$ cat src/rtl/image_stream_writer.sv
// Producer side of the CNN input FIFO: takes one H*W frame from a valid/ready pixel
// stream and writes it in raster order through a single registered output entry.
module image_stream_writer #(
    parameter int H          = 24,
    parameter int W          = 24,
    parameter int DATA_WIDTH = 8,
    localparam int ROW_W     = (H > 1) ? $clog2(H) : 1,
    localparam int COL_W     = (W > 1) ? $clog2(W) : 1,
    localparam int CNT_W     = $clog2(H * W + 1)
) (
    input  logic                  clk,
    input  logic                  reset,
    input  logic                  i_start,
    input  logic                  i_pix_valid,
    input  logic [DATA_WIDTH-1:0] i_pix_data,
    output logic                  o_pix_ready,
    input  logic                  i_fifo_full,
    output logic                  o_fifo_wen,
    output logic [DATA_WIDTH-1:0] o_fifo_wdata,
    output logic [ROW_W-1:0]      o_row,
    output logic [COL_W-1:0]      o_col,
    output logic                  o_busy,
    output logic                  o_frame_done
);

    typedef enum logic [1:0] {
        S_IDLE  = 2'd0,
        S_LOAD  = 2'd1,
        S_DRAIN = 2'd2
    } state_t;

    state_t                  state_q, state_d;
    logic                    out_valid_q, out_valid_d;
    logic [DATA_WIDTH-1:0]   out_data_q, out_data_d;
    logic [ROW_W-1:0]        row_q, row_d;
    logic [COL_W-1:0]        col_q, col_d;
    logic [CNT_W-1:0]        pix_cnt_q, pix_cnt_d;
    logic                    frame_done_q, frame_done_d;

    logic                    fifo_wen;
    logic                    pix_ready;
    logic                    accept;
    logic                    last_pix;

    always_comb begin
        fifo_wen  = out_valid_q & ~i_fifo_full;
        // The entry may be refilled in the same cycle it drains, giving 1 pixel/clk.
        pix_ready = (state_q == S_LOAD) & (~out_valid_q | ~i_fifo_full);
        accept    = i_pix_valid & pix_ready;
        last_pix  = (pix_cnt_q == CNT_W'(H * W - 1));
    end

    always_comb begin
        state_d      = state_q;
        out_valid_d  = out_valid_q;
        out_data_d   = out_data_q;
        row_d        = row_q;
        col_d        = col_q;
        pix_cnt_d    = pix_cnt_q;
        frame_done_d = 1'b0;

        if (accept) begin
            out_data_d  = i_pix_data;
            out_valid_d = 1'b1;
        end else if (fifo_wen) begin
            out_valid_d = 1'b0;
        end

        case (state_q)
            S_IDLE: begin
                if (i_start) begin
                    state_d   = S_LOAD;
                    row_d     = '0;
                    col_d     = '0;
                    pix_cnt_d = '0;
                end
            end
            S_LOAD: begin
                if (accept) begin
                    if (col_q == COL_W'(W - 1)) begin
                        col_d = '0;
                        row_d = (row_q == ROW_W'(H - 1)) ? '0 : row_q + 1'b1;
                    end else begin
                        col_d = col_q + 1'b1;
                    end
                    if (last_pix) begin
                        pix_cnt_d = '0;
                        state_d   = S_DRAIN;
                    end else begin
                        pix_cnt_d = pix_cnt_q + 1'b1;
                    end
                end
            end
            S_DRAIN: begin
                // Frame is complete only once the final pixel has left the entry.
                if (fifo_wen) begin
                    state_d      = S_IDLE;
                    frame_done_d = 1'b1;
                end
            end
            default: begin
                state_d = S_IDLE;
            end
        endcase
    end

    always_ff @(posedge clk) begin
        if (reset) begin
            state_q      <= S_IDLE;
            out_valid_q  <= 1'b0;
            out_data_q   <= '0;
            row_q        <= '0;
            col_q        <= '0;
            pix_cnt_q    <= '0;
            frame_done_q <= 1'b0;
        end else begin
            state_q      <= state_d;
            out_valid_q  <= out_valid_d;
            out_data_q   <= out_data_d;
            row_q        <= row_d;
            col_q        <= col_d;
            pix_cnt_q    <= pix_cnt_d;
            frame_done_q <= frame_done_d;
        end
    end

    assign o_pix_ready  = pix_ready;
    assign o_fifo_wen   = fifo_wen;
    assign o_fifo_wdata = out_data_q;
    assign o_row        = row_q;
    assign o_col        = col_q;
    assign o_busy       = (state_q != S_IDLE);
    assign o_frame_done = frame_done_q;

endmodule

$ cat config.mk
export PLATFORM = sky130hd
export DESIGN_NAME = image_stream_writer
export DESIGN_NICKNAME = d
export VERILOG_FILES = /design/src/rtl/image_stream_writer.sv
export SDC_FILE = /design/constraint.sdc
export NUM_CORES = 1
export LEC_CHECK = 0
export ABC_AREA = 0
export CORE_MARGIN = 8
export CORE_UTILIZATION = 31
export CTS_CLUSTER_DIAMETER = 120
export DETAILED_ROUTE_END_ITERATION = 10
export GPL_TIMING_DRIVEN = 0
export SYNTH_ARGS = -nofsm -noshare
export SYNTH_HDL_FRONTEND = slang
export SYNTH_SLANG_ARGS = --single-unit
export TNS_END_PERCENT = 50
$ cat constraint.sdc
create_clock -name clk -period 2.3 [get_ports clk]
set_input_delay 0.69 -clock clk [delete_from_list [all_inputs] [get_ports clk]]
set_output_delay 0.69 -clock clk [all_outputs]
set_load 0.005 [all_outputs]
======== After elaboration in Yosys (flattened, before gate mapping) ========
Cells that the tools add are included.
cells by class
  add/subtract/negate cells ............... 3
  equality and inequality tests ........... 10
  multiplexer cells ....................... 20
  bitwise logic cells ..................... 7
  reduce and logical (&&, ||, !) cells .... 8
operators by type and width
  operator                 count
  $mux W10                 3
  $mux W5                  6
  $pmux W10 S2             1
  $pmux W5 S2              2
  $add A10 B1 Y10 const B  1
  $add A5 B1 Y5 const B    2
  $eq A10 B10 Y1 const B   1
  $eq A5 B5 Y1 const B     2
  $mux W2                  4
  $ne A2 B2 Y1 const B     4
  $reduce_and A4 Y1        2
  $pmux W2 S3              1
  $reduce_bool A2 Y1       3
  $and A1 B1 Y1            3
  $mux W1                  3
  $not A1 Y1               3
  $reduce_and A3 Y1        1
  $eq A2 B1 Y1 const B     1
  $eq A2 B2 Y1 const B     1
  $logic_not A2 Y1         1
  $ne A2 B1 Y1 const B     1
  $reduce_or A2 Y1         1
  $or A1 B1 Y1             1
storage, ports and cells
  bits in registers ....................... 32
  input port bits ......................... 13
  output and inout port bits .............. 22
  word-level logic and storage cells ...... 55

======== Longest topological paths before layout ========
Gate-level depths: netlist of run 1.
  depth after elaboration ................. 6
  mapped depth ............................ 7

======== Least setup slack after synthesis of run 1 ========
No wires, ideal clock.
  path kind ............................... in2reg
  start ................................... input port i_pix_valid
  end ..................................... register pix_cnt_q[6]
  setup time .............................. 0.135 ns
  arrival time ............................ 1.628 ns
  required time ........................... 2.165 ns
  slack ................................... 0.537 ns
  stages on the path ...................... 6
  path buffers ............................ 2
  path through ............................ and2_1 -> a21oi_1 -> buf_2 -> buf_4 -> o41ai_1 -> a21oi_1
between the ends
  longest elaborated chain between the ends .. 3
ends and longest elaborated chain
  element                      RTL line  source
  start: declaration           14        input logic i_pix_valid,
  $and A1 B1 Y1                49        accept = i_pix_valid & pix_ready;
  $ne A2 B2 Y1 (no line)       n/a
  $reduce_and A3 Y1 (no line)  n/a
  end signal: assignment       122       pix_cnt_q <= pix_cnt_d;
  end: declaration             37        logic [CNT_W-1:0] pix_cnt_q, pix_cnt_d;
No other way between the ends.
A chain may end at the register's enable or synchronous reset.

======== Worst setup path in the final report of run 1 ========
  start ................................... input port i_fifo_full
  end ..................................... output port o_pix_ready
between the ends
  longest elaborated chain between the ends .. 3
ends and longest elaborated chain
  element             RTL line  source
  start: declaration  17        input logic i_fifo_full,
  $not A1 Y1          48        pix_ready = (state_q == S_LOAD) & (~out_valid_q | ~i_fifo_full);
  $or A1 B1 Y1        48
  $and A1 B1 Y1       48
  end: declaration    16        output logic o_pix_ready,
No other way between the ends.

==> results.toml, run 1 <==
[power_and_ir_drop]
powerDensity_nw_per_um2 = 679
peakVddDrop_v = 0.000265
leakage_nw = 0.737
fin_total_pwr_mw = 1.44

[status]
run_status = "finished, final reports clean"

[grt]
grtUsageMet3 = 0.0368
antenna_found_initial = 0
grt_pass1_vias = 1482
grt_usage = 0.124
gr-total-overflow = 0
busiest_layer = "met2"
grt_use_met2 = 0.187
use_met1 = 0.157
grt_pass1_wl_um = 7420
grt_max_degree = 12

[route]
vias = 1572
drt_pass1_iterations = 4
drt-total-wl_um = 4400
drc = 0
via_per_inst = 5.19
drt_iter0_drc = 155
postRouteAntennaNets = 0
post_drt_wl_per_cell_um = 14.5

[finish]
fin_cells = 303
fin_util = 0.424
fin_area_um2 = 2130
n_antenna_cell = 0
fill_cells = 529
syn_to_final_growth_pct = 35.3
layout-drive-gt1-share = 0.0944
nNetsFinal = 248

[sta]
skew_ns = 0.00693
holdWs_ns = 0.454
worst_slew_pin_slew_ns = 0.590
finalSetupViolations = 0
setup_tns_ns = 0
finalWorstPathRequiredPeriod_ns = 2.24
fin_ws_ns = 0.0603
rsz0062_at_grt = "false"
slew_headroom = 0.607
min_period_over_period = 0.974
hold_viol_final = 0
fmax_mhz = 446
drv_slew = 0

[yosys]
synthArstFlopShare = 0
synth_edf_count = 0
synth_fp_nets = 206
synth_seq_cells = 32
yosys.area.top_type_share = 0.408
yosysSeqAreaShare = 0.408
synth_top_area_cell = "dfxtp_1"
syn_area_per_cell_um2 = 8.27
netlist_area_um2 = 1570
ys_types = 40
synth_flop_cell = "dfxtp_1"
synth_area_leaders = "dfxtp_1 (41%), a21oi_1 (9.9%), nand2_1 (5.7%), o31ai_1 (4.8%), or4_1 (3.3%)"
yosysWarnings = 0
syn-instance-count = 190

[floorplanning]
die_h_um = 87.2
start_util = 0.314
ios = 35
fp.dieW_um = 87.2
die_area_um2 = 7600
num_rows = 26
core-area_um2 = 5010

[placed_design]
numPlacedInstances = 294
dp_hpwl_um = 3110
dp_worst_setup_slack_ns = -0.311
io_buffers = 34
place_area_um2 = 2000
place.gp.congestion = 0.841

[clock_network]
cts_max_level = 2
cts_sinks = 32
clockRootBuffer = "clkbuf_8"
cts_hold_buf = 0
worstSkewPairLatency_ns = 0.29
clk_pin_slew_ns = 0.07
cts_tree = "yes"
cts_buffer_depth = 2
numCtsBuffers = 5

[setup_path]
cpMaxStageDelayCell = "clkdlybuf4s50_1"
timing.critical_path.max_delay_family = "buffers and inverters"
cp_num_buf_inv = 2
critical_path_class = "in -> out"
start_kind = "input port"
worst_ep_required_time_ns = 1.61
cpPeakStageDelay_ns = 0.51
path_cells = "clkdlybuf4s50_1 > a21oi_1 > dlygate4sd2_1"
setup.worst_path.end_class = "output port"
worstPathArrival_ns = 1.55
cp_max_fo = 3

[hold_path]
hold_class = "reg -> reg"

[job]
drv_cap = 0
[worst reg2reg max path, delay by kind of cell (launching register included)]
| family | cells | cell delay [ns] |
|---|---|---|
| AO/OA/AOI/OAI | 1 | 0.15 |
| adder cells (fa/ha/maj) | 1 | 0.28 |
| flip-flops | 1 | 0.39 |
| AND/OR/NAND/NOR | 3 | 1.04 |
[layer usage]
metal  wire length [um]  up-vias
li1                   -      793
met1               2090      726
met2               1920       49
met3                322        4
met4                 61        0
met5                  0        -
[flip-flops by register name (all words and copies together), names as in the netlist]
| signal | flops |
|---|---|
| state_q | 2 |
| o_col | 5 |
| o_fifo_wdata | 8 |
| out_valid_q | 1 |
| pix_cnt_q | 10 |
| o_row | 5 |
| o_frame_done | 1 |
[final timing paths]
kind | start | endpoint | slack (ns) | cells past startpoint
max reg2reg | o_col[0] | o_row[1] | 0.37 | 5
max | i_fifo_full | o_pix_ready | 0.06 | 3
min | o_fifo_wdata[3] | o_fifo_wdata[3] | 0.45 | 2
min reg2reg | o_fifo_wdata[3] | o_fifo_wdata[3] | 0.45 | 2
[what timing repair did]
item / CTS / global route
buffers inserted: 1 / 0
pin swaps: 0 / 0
cloned: 0 / 0
setup endpoints to repair: 3 / 1
resized for setup: 4 / 2
endpoints found under the hold margin: 0 / 0
[logic make-up after synthesis]
kind of cell             Yosys count  share of synthesized area
AO/OA/AOI/OAI                     65                      0.260
adder cells (fa/ha/maj)            3                     0.0239
buffers and inverters             17                     0.0502
flip-flops                        32                      0.408
AND/OR/NAND/NOR                   73                      0.259
[power by group]
group          leakage, nW  switching (mW)  total (mW)  internal [mW]
Clock               0.0541           0.220       0.541          0.320
Sequential           0.259          0.0187       0.597          0.578
Combinational        0.424           0.175       0.306          0.131
[cell usage after synthesis, types with 2 or more instances]
cell / number
nor2_1: 5
nand3_1: 7
buf_2: 3
and2_1: 3
dfxtp_1: 32
a21oi_1: 31
nand4_1: 4
clkbuf_1: 5
and3_1: 3
a31oi_1: 3
o21a_1: 2
or3_1: 3
and2b_1: 2
nand2_1: 24
o21ai_0: 8
nor3_1: 3
buf_4: 3
a21o_1: 2
or4_1: 7
ha_1: 3
o31ai_1: 10
nand3b_1: 3
nand2b_1: 2
inv_1: 6
[final cells by class]
type | count | area, um^2 | area share
inverters | 6 | 22.5 | 0.0106
multi-input cells | 141 | 858 | 0.404
well taps | 70 | 87.6 | 0.0412
plain buffers | 11 | 58.8 | 0.0277
repair buffers | 35 | 345 | 0.162
flip-flops and latches | 32 | 642 | 0.302
clock buffers | 5 | 68.8 | 0.0324
clock inverters | 3 | 42.5 | 0.0200
[layout by cell type, fill, tap and decap left out, drive strengths merged, types with 2 or more instances in the layout]
cell type      netlist  final
nand4b               2      2
and2b                2      2
inv                  6      6
clkbuf               5     11
ha                   3      3
nor3                 3      3
buf                  6      6
and3                 3      3
or4                  7      7
a21o                 2      2
o31ai               11     11
nand3b               3      3
o21a                 2      2
and2                 3      3
nand4                4      4
dlygate4sd2          0      2
nand2b               2      2
o21ai                8      8
a31oi                3      3
nand2               24     24
nand3                7      7
or3                  3      3
a21oi               31     31
nor2                 5      5
dfxtp               32     32
clkdlybuf4s50        0     32
Note: power is estimated with default switching activity, not from simulation.
==> run 2: changes to the inputs <==
- CELL_PAD_IN_SITES_DETAIL_PLACEMENT: not set -> 1
- CELL_PAD_IN_SITES_GLOBAL_PLACEMENT: not set -> 1
- PLACE_DENSITY_LB_ADDON: not set -> 0.1
- clock period: 2.3 -> 2.6 ns (I/O delays scaled with it)
==> results.toml, run 2 (same netlist as run 1, synthesis figures left out) <==
[sta]
fmax_mhz = 411
min_period_over_period = 0.935
drv_slew = 0
finalSetupViolations = 0
slew_headroom = 0.644
rsz0062_at_grt = "false"
setup_tns_ns = 0
hold_viol_final = 0
skew_ns = 0.0110
finalWorstPathRequiredPeriod_ns = 2.43
worst_slew_pin_slew_ns = 0.535

[finish]
layout_common_cells = "clkdlybuf4s50_1 (32), dfxtp_1 (32), a21oi_1 (31)"
layout-drive-gt1-share = 0.0773
largest_reg_flops = 10
nNetsFinal = 248
regMostFlops = "pix_cnt_q"
n_antenna_cell = 0
fill_cells = 623
fin_cells = 303
syn_to_final_growth_pct = 33.4

[floorplanning]
start_util = 0.314
core-area_um2 = 5010
fp.dieW_um = 87.2
die_h_um = 87.2
num_rows = 26
ios = 35
die_area_um2 = 7600

[route]
vias = 1604
postRouteAntennaNets = 0
drt_iter0_drc = 74
via_per_inst = 5.29
drc = 0
drt-total-wl_um = 5240
drt_pass1_iterations = 4
post_drt_wl_per_cell_um = 17.3

[power_and_ir_drop]
p_switching_mw = 0.366
seqPwrFrac = 0.437
powerDensity_nw_per_um2 = 576
peakVddDrop_v = 0.000223
leakage_nw = 0.727
swShare = 0.303
clkPwrFrac = 0.335
fin_total_pwr_mw = 1.21
p_comb_frac = 0.229
internal_power_mw = 0.841

[placed_design]
io_buffers = 34
dp_hpwl_um = 3920
numPlacedInstances = 294
place.gp.congestion = 0.769

[grt]
grt_pass1_vias = 1664
gr-total-overflow = 0
grt_usage = 0.144
grt_pass1_wl_um = 8470
grt_max_degree = 11
antenna_found_initial = 0

[clock_network]
worstSkewPairLatency_ns = 0.29
cts_hold_buf = 0
clk_pin_slew_ns = 0.06
cts_sinks = 32
cts_buffer_depth = 2
clockRootBuffer = "clkbuf_8"
cts_tree = "yes"
cts_max_level = 2
numCtsBuffers = 5

[setup_path]
cp_num_cells = 3
cpPeakStageDelay_ns = 0.51
path_cells = "clkdlybuf4s50_1 > a21oi_1 > dlygate4sd2_1"
critical_path_class = "in -> out"
cpMaxStageDelayCell = "clkdlybuf4s50_1"
worst_ep_required_time_ns = 1.82
reg2reg_depth = 4
setup.worst_path.end_class = "output port"
worstPathArrival_ns = 1.65
cp_num_buf_inv = 2
startpoint = "i_fifo_full"
start_kind = "input port"
timing.critical_path.max_delay_family = "buffers and inverters"
cp_max_fo = 3
reg2reg_from = "pix_cnt_q[6]"

[hold_path]
whs_path_depth = 2
hold_class = "reg -> reg"
hp-start = "o_fifo_wdata[4]"

[status]
run_status = "finished, final reports clean"

[job]
drv_cap = 0
run 2: changes by cell type in the layout (fill, tap and decap cells not counted), sizes merged:
cell / delta
clkbuf: +2
clkinv: -1
clkinvlp: -1
bufinv: -1
buf: +1
run 2: worst paths after layout:
kind         slack [ns]         endpoint
min                0.46  o_fifo_wdata[4]
min reg2reg        0.46  o_fifo_wdata[4]
max reg2reg        0.74     pix_cnt_q[6]
max                0.17      o_pix_ready
run 2: metrics by stage:
| step | hold WS, ns | util | setup WS, ns | cell area [um^2] |
|---|---|---|---|---|
| floorplan | 0.447 | - | 0.747 | 1570 |
| global placement | 0.443 | 0.399 | -0.189 | 2000 |
| detailed placement | 0.456 | 0.399 | -0.238 | 2000 |
| CTS | 0.463 | 0.419 | 0.156 | 2100 |
| global route | 0.482 | 0.419 | 0.124 | 2100 |
| finish | 0.459 | 0.419 | 0.169 | 2100 |
run 2: metal layers:
metal / GRT usage / part of all wire
met5: 0 / 0
met3: 0.0481 / 0.058
met4: 0.0531 / 0.015
met1: 0.171 / 0.43
met2: 0.235 / 0.49
run 2: area by class of cell:
class	instances	area [um^2]	share of cell area
plain buffers	11	56.3	0.0268
clock buffers	8	90.1	0.0430
flip-flops and latches	32	641	0.305
repair buffers	35	345	0.165
well taps	70	87.6	0.0418
multi-input cells	141	855	0.408
inverters	6	22.5	0.0107
run 2: worst register-to-register path: cells and delay by family (launching register included):
family             cells  cell delay (ns)
AOI/OAI and AO/OA      3             0.84
and+or+nand+nor        1             0.54
DFF                    1             0.36
run 2: timing repair:
item | in CTS | in global routing
buffers inserted | 1 | 0
endpoints found under the setup margin | 2 | 0
resized for setup | 3 | 0
run 2: power by group through the flow:
| stage | registers [mW] | logic, mW | clock network (mW) |
|---|---|---|---|
| after floorplan | 0.536 | 0.161 | 0 |
| after global placement | 0.537 | 0.275 | 0 |
| after detailed placement | 0.539 | 0.280 | 0 |
| after CTS | 0.527 | 0.280 | 0.415 |
| after global routing | 0.530 | 0.305 | 0.431 |
| final | 0.527 | 0.276 | 0.404 |
==> run 3: changes to the inputs <==
- ABC_AREA: 0 -> 1
==> results.toml, run 3 <==
[finish]
largest_reg_flops = 10
regMostFlops = "pix_cnt_q"
nNetsFinal = 312
layout_common_cells = "nand2_1 (61), nor2_1 (33), clkdlybuf4s50_1 (32), dfxtp_1 (32), nand3_1 (24)"
layout-drive-gt1-share = 0.145
layout_commonest_cell = "nand2_1"
syn_to_final_growth_pct = 33.1
n_antenna_cell = 0

[setup_path]
start_kind = "input port"
worstPathArrival_ns = 1.76
setup.worst_path.end_class = "output port"
cpMaxStageDelayCell = "clkdlybuf4s50_1"
cp_num_buf_inv = 3
r2r-end = "pix_cnt_q[6]"
cpPeakStageDelay_ns = 0.52
worst_ep_required_time_ns = 1.82
path_cells = "clkdlybuf4s50_1 > nand2_2 > inv_2 > nor2_4 > dlygate4sd2_1"
cp_max_fo = 2
cp_num_cells = 5
reg2reg_depth = 8
r2r_slack_ns = 0.96
timing.critical_path.max_delay_family = "buffers and inverters"
reg2reg_from = "pix_cnt_q[0]"
critical_path_class = "in -> out"

[power_and_ir_drop]
p_switching_mw = 0.330
seqPwrFrac = 0.413
leakage_nw = 0.911
internal_power_mw = 0.936
fin_total_pwr_mw = 1.27
swShare = 0.261
peakVddDrop_v = 0.000235
p_comb_frac = 0.166
powerDensity_nw_per_um2 = 543
clkPwrFrac = 0.421

[clock_network]
numCtsBuffers = 5
clk_pin_slew_ns = 0.07
cts_tree = "yes"
cts_hold_buf = 0
worstSkewPairLatency_ns = 0.29
clockRootBuffer = "clkbuf_8"
cts_max_level = 2
cts_sinks = 32
cts_buffer_depth = 2

[status]
run_status = "finished, final reports clean"

[sta]
min_period_over_period = 0.978
worst_slew_pin_slew_ns = 0.627
slew_headroom = 0.582
rsz0062_at_grt = "false"
finalWorstPathRequiredPeriod_ns = 2.54
drv_slew = 0
fmax_mhz = 393
finalSetupViolations = 0
holdWs_ns = 0.466
hold_viol_final = 0
skew_ns = 0.00854

[grt]
gr-total-overflow = 0
grt_max_degree = 11
grt_pass1_vias = 1814
antenna_found_initial = 0
grt_usage = 0.128
grt_pass1_wl_um = 8700

[route]
drt_pass1_iterations = 4
drt-total-wl_um = 4940
drc = 0
drt_iter0_drc = 55
postRouteAntennaNets = 0
vias = 1697
via_per_inst = 4.60
post_drt_wl_per_cell_um = 13.4

[yosys]
synth_edf_count = 0
yosysWarnings = 0
ys_types = 28
syn_area_per_cell_um2 = 6.92
synth_top_area_cell = "dfxtp_1"
netlist_area_um2 = 1750
synthArstFlopShare = 0
yosysMostFrequentCell = "nand2_1"
yosysSeqAreaShare = 0.366
synth_commonest_cells = "nand2_1 (62), nor2_1 (34), dfxtp_1 (32)"
synth_area_leaders = "dfxtp_1 (37%), nand2_1 (13%), nor2_1 (7.3%), nand3_1 (6.9%), a21oi_1 (5.7%)"
synth_flop_cell = "dfxtp_1"
syn-instance-count = 253
synth_fp_nets = 269
yosys.area.top_type_share = 0.366
synth_seq_cells = 32

[placed_design]
io_buffers = 34
dp_hpwl_um = 3690
place.gp.congestion = 0.812

[floorplanning]
die_h_um = 91.1
start_util = 0.320
core-area_um2 = 5470
num_rows = 27
ios = 35
die_area_um2 = 8310
fp.dieW_um = 91.1

[hold_path]
min_to = "o_fifo_wdata[7]"
whs_path_depth = 2
hp-start = "o_fifo_wdata[7]"
hold_class = "reg -> reg"

[job]
drv_cap = 0
## run 3: cell types whose count changed in the layout (fill, tap and decap cells not counted), moves of 6 or more
cell,before,now
nand2_1,24,61
nor2_1,5,33
inv_1,6,23
nand3_1,7,24
a21oi_1,31,20
o31ai_1,10,0
nor2_2,0,9
or4_1,7,0
nand2_2,0,6
## run 3: cell type report
class | count | area (um^2)
Buffer | 7 | 51.3
Clock buffer | 7 | 96.3
Clock inverter | 1 | 30.0
Fill cell | 720 | 3140
Inverter | 27 | 104
Multi-Input combinational cell | 187 | 965
Sequential cell | 32 | 641
Tap cell | 72 | 90.1
Timing Repair Buffer | 36 | 353
## run 3: worst max path at each step
stage           startpoint           to  slack, ns
6_report       i_fifo_full  o_pix_ready       0.06
2_1_floorplan  i_fifo_full  o_pix_ready       0.59
4_1_cts        i_fifo_full  o_pix_ready       0.02
5_1_grt        i_fifo_full  o_pix_ready      0.002
3_5_place_dp   i_fifo_full  o_pix_ready      -0.58
3_3_place_gp   i_fifo_full  o_pix_ready      -0.60
## run 3: logic make-up after synthesis
group | after synthesis | share of synthesized area
AO/OA/AOI/OAI | 29 | 0.0915
XOR/XNOR | 2 | 0.0100
buffers and inverters | 34 | 0.0886
adder cells (fa/ha/maj) | 3 | 0.0214
AND/OR/NAND/NOR | 153 | 0.422
flip-flops | 32 | 0.366
## run 3: per-stage QoR
stage	area, um^2	util	TNS, ns	std cells	setup slack, ns
3_3_place_gp	2180	0.398	-0.684	359	-0.604
6_report	2330	0.426	0	369	0.0571
5_1_grt	2330	0.426	0	369	0.00249
2_1_floorplan	1750	-	0	253	0.589
3_5_place_dp	2180	0.398	-0.681	359	-0.582
4_1_cts	2330	0.426	0	369	0.0163
## run 3: power by group through the flow
stage | clock network, mW | registers, mW | logic, mW
global placement | 0 | 0.534 | 0.211
finish | 0.533 | 0.523 | 0.210
floorplan | 0 | 0.532 | 0.125
detailed placement | 0 | 0.535 | 0.212
CTS | 0.555 | 0.523 | 0.216
global route | 0.575 | 0.526 | 0.238
## run 3: layer usage
metal	track usage	share of wire	vias up
met5	0	0	-
met1	0.153	0.48	771
met2	0.213	0.47	25
met4	0.0409	0.0067	0
met3	0.0420	0.042	2
li1	-	-	899
## run 3: worst register-to-register path, delay by kind of cell (launching register included)
kind / cells / cell delay (ns)
AOI/OAI and AO/OA: 1 / 0.37
DFF: 1 / 0.38
adders and majority gates: 1 / 0.19
and+or+nand+nor: 6 / 0.59
## run 3: what timing repair did
item,4_1_cts,5_1_grt
buffers inserted,2,0
setup endpoints to repair,2,1
hold endpoints to repair,0,0
pin swaps,3,0
gates resized for setup,5,1
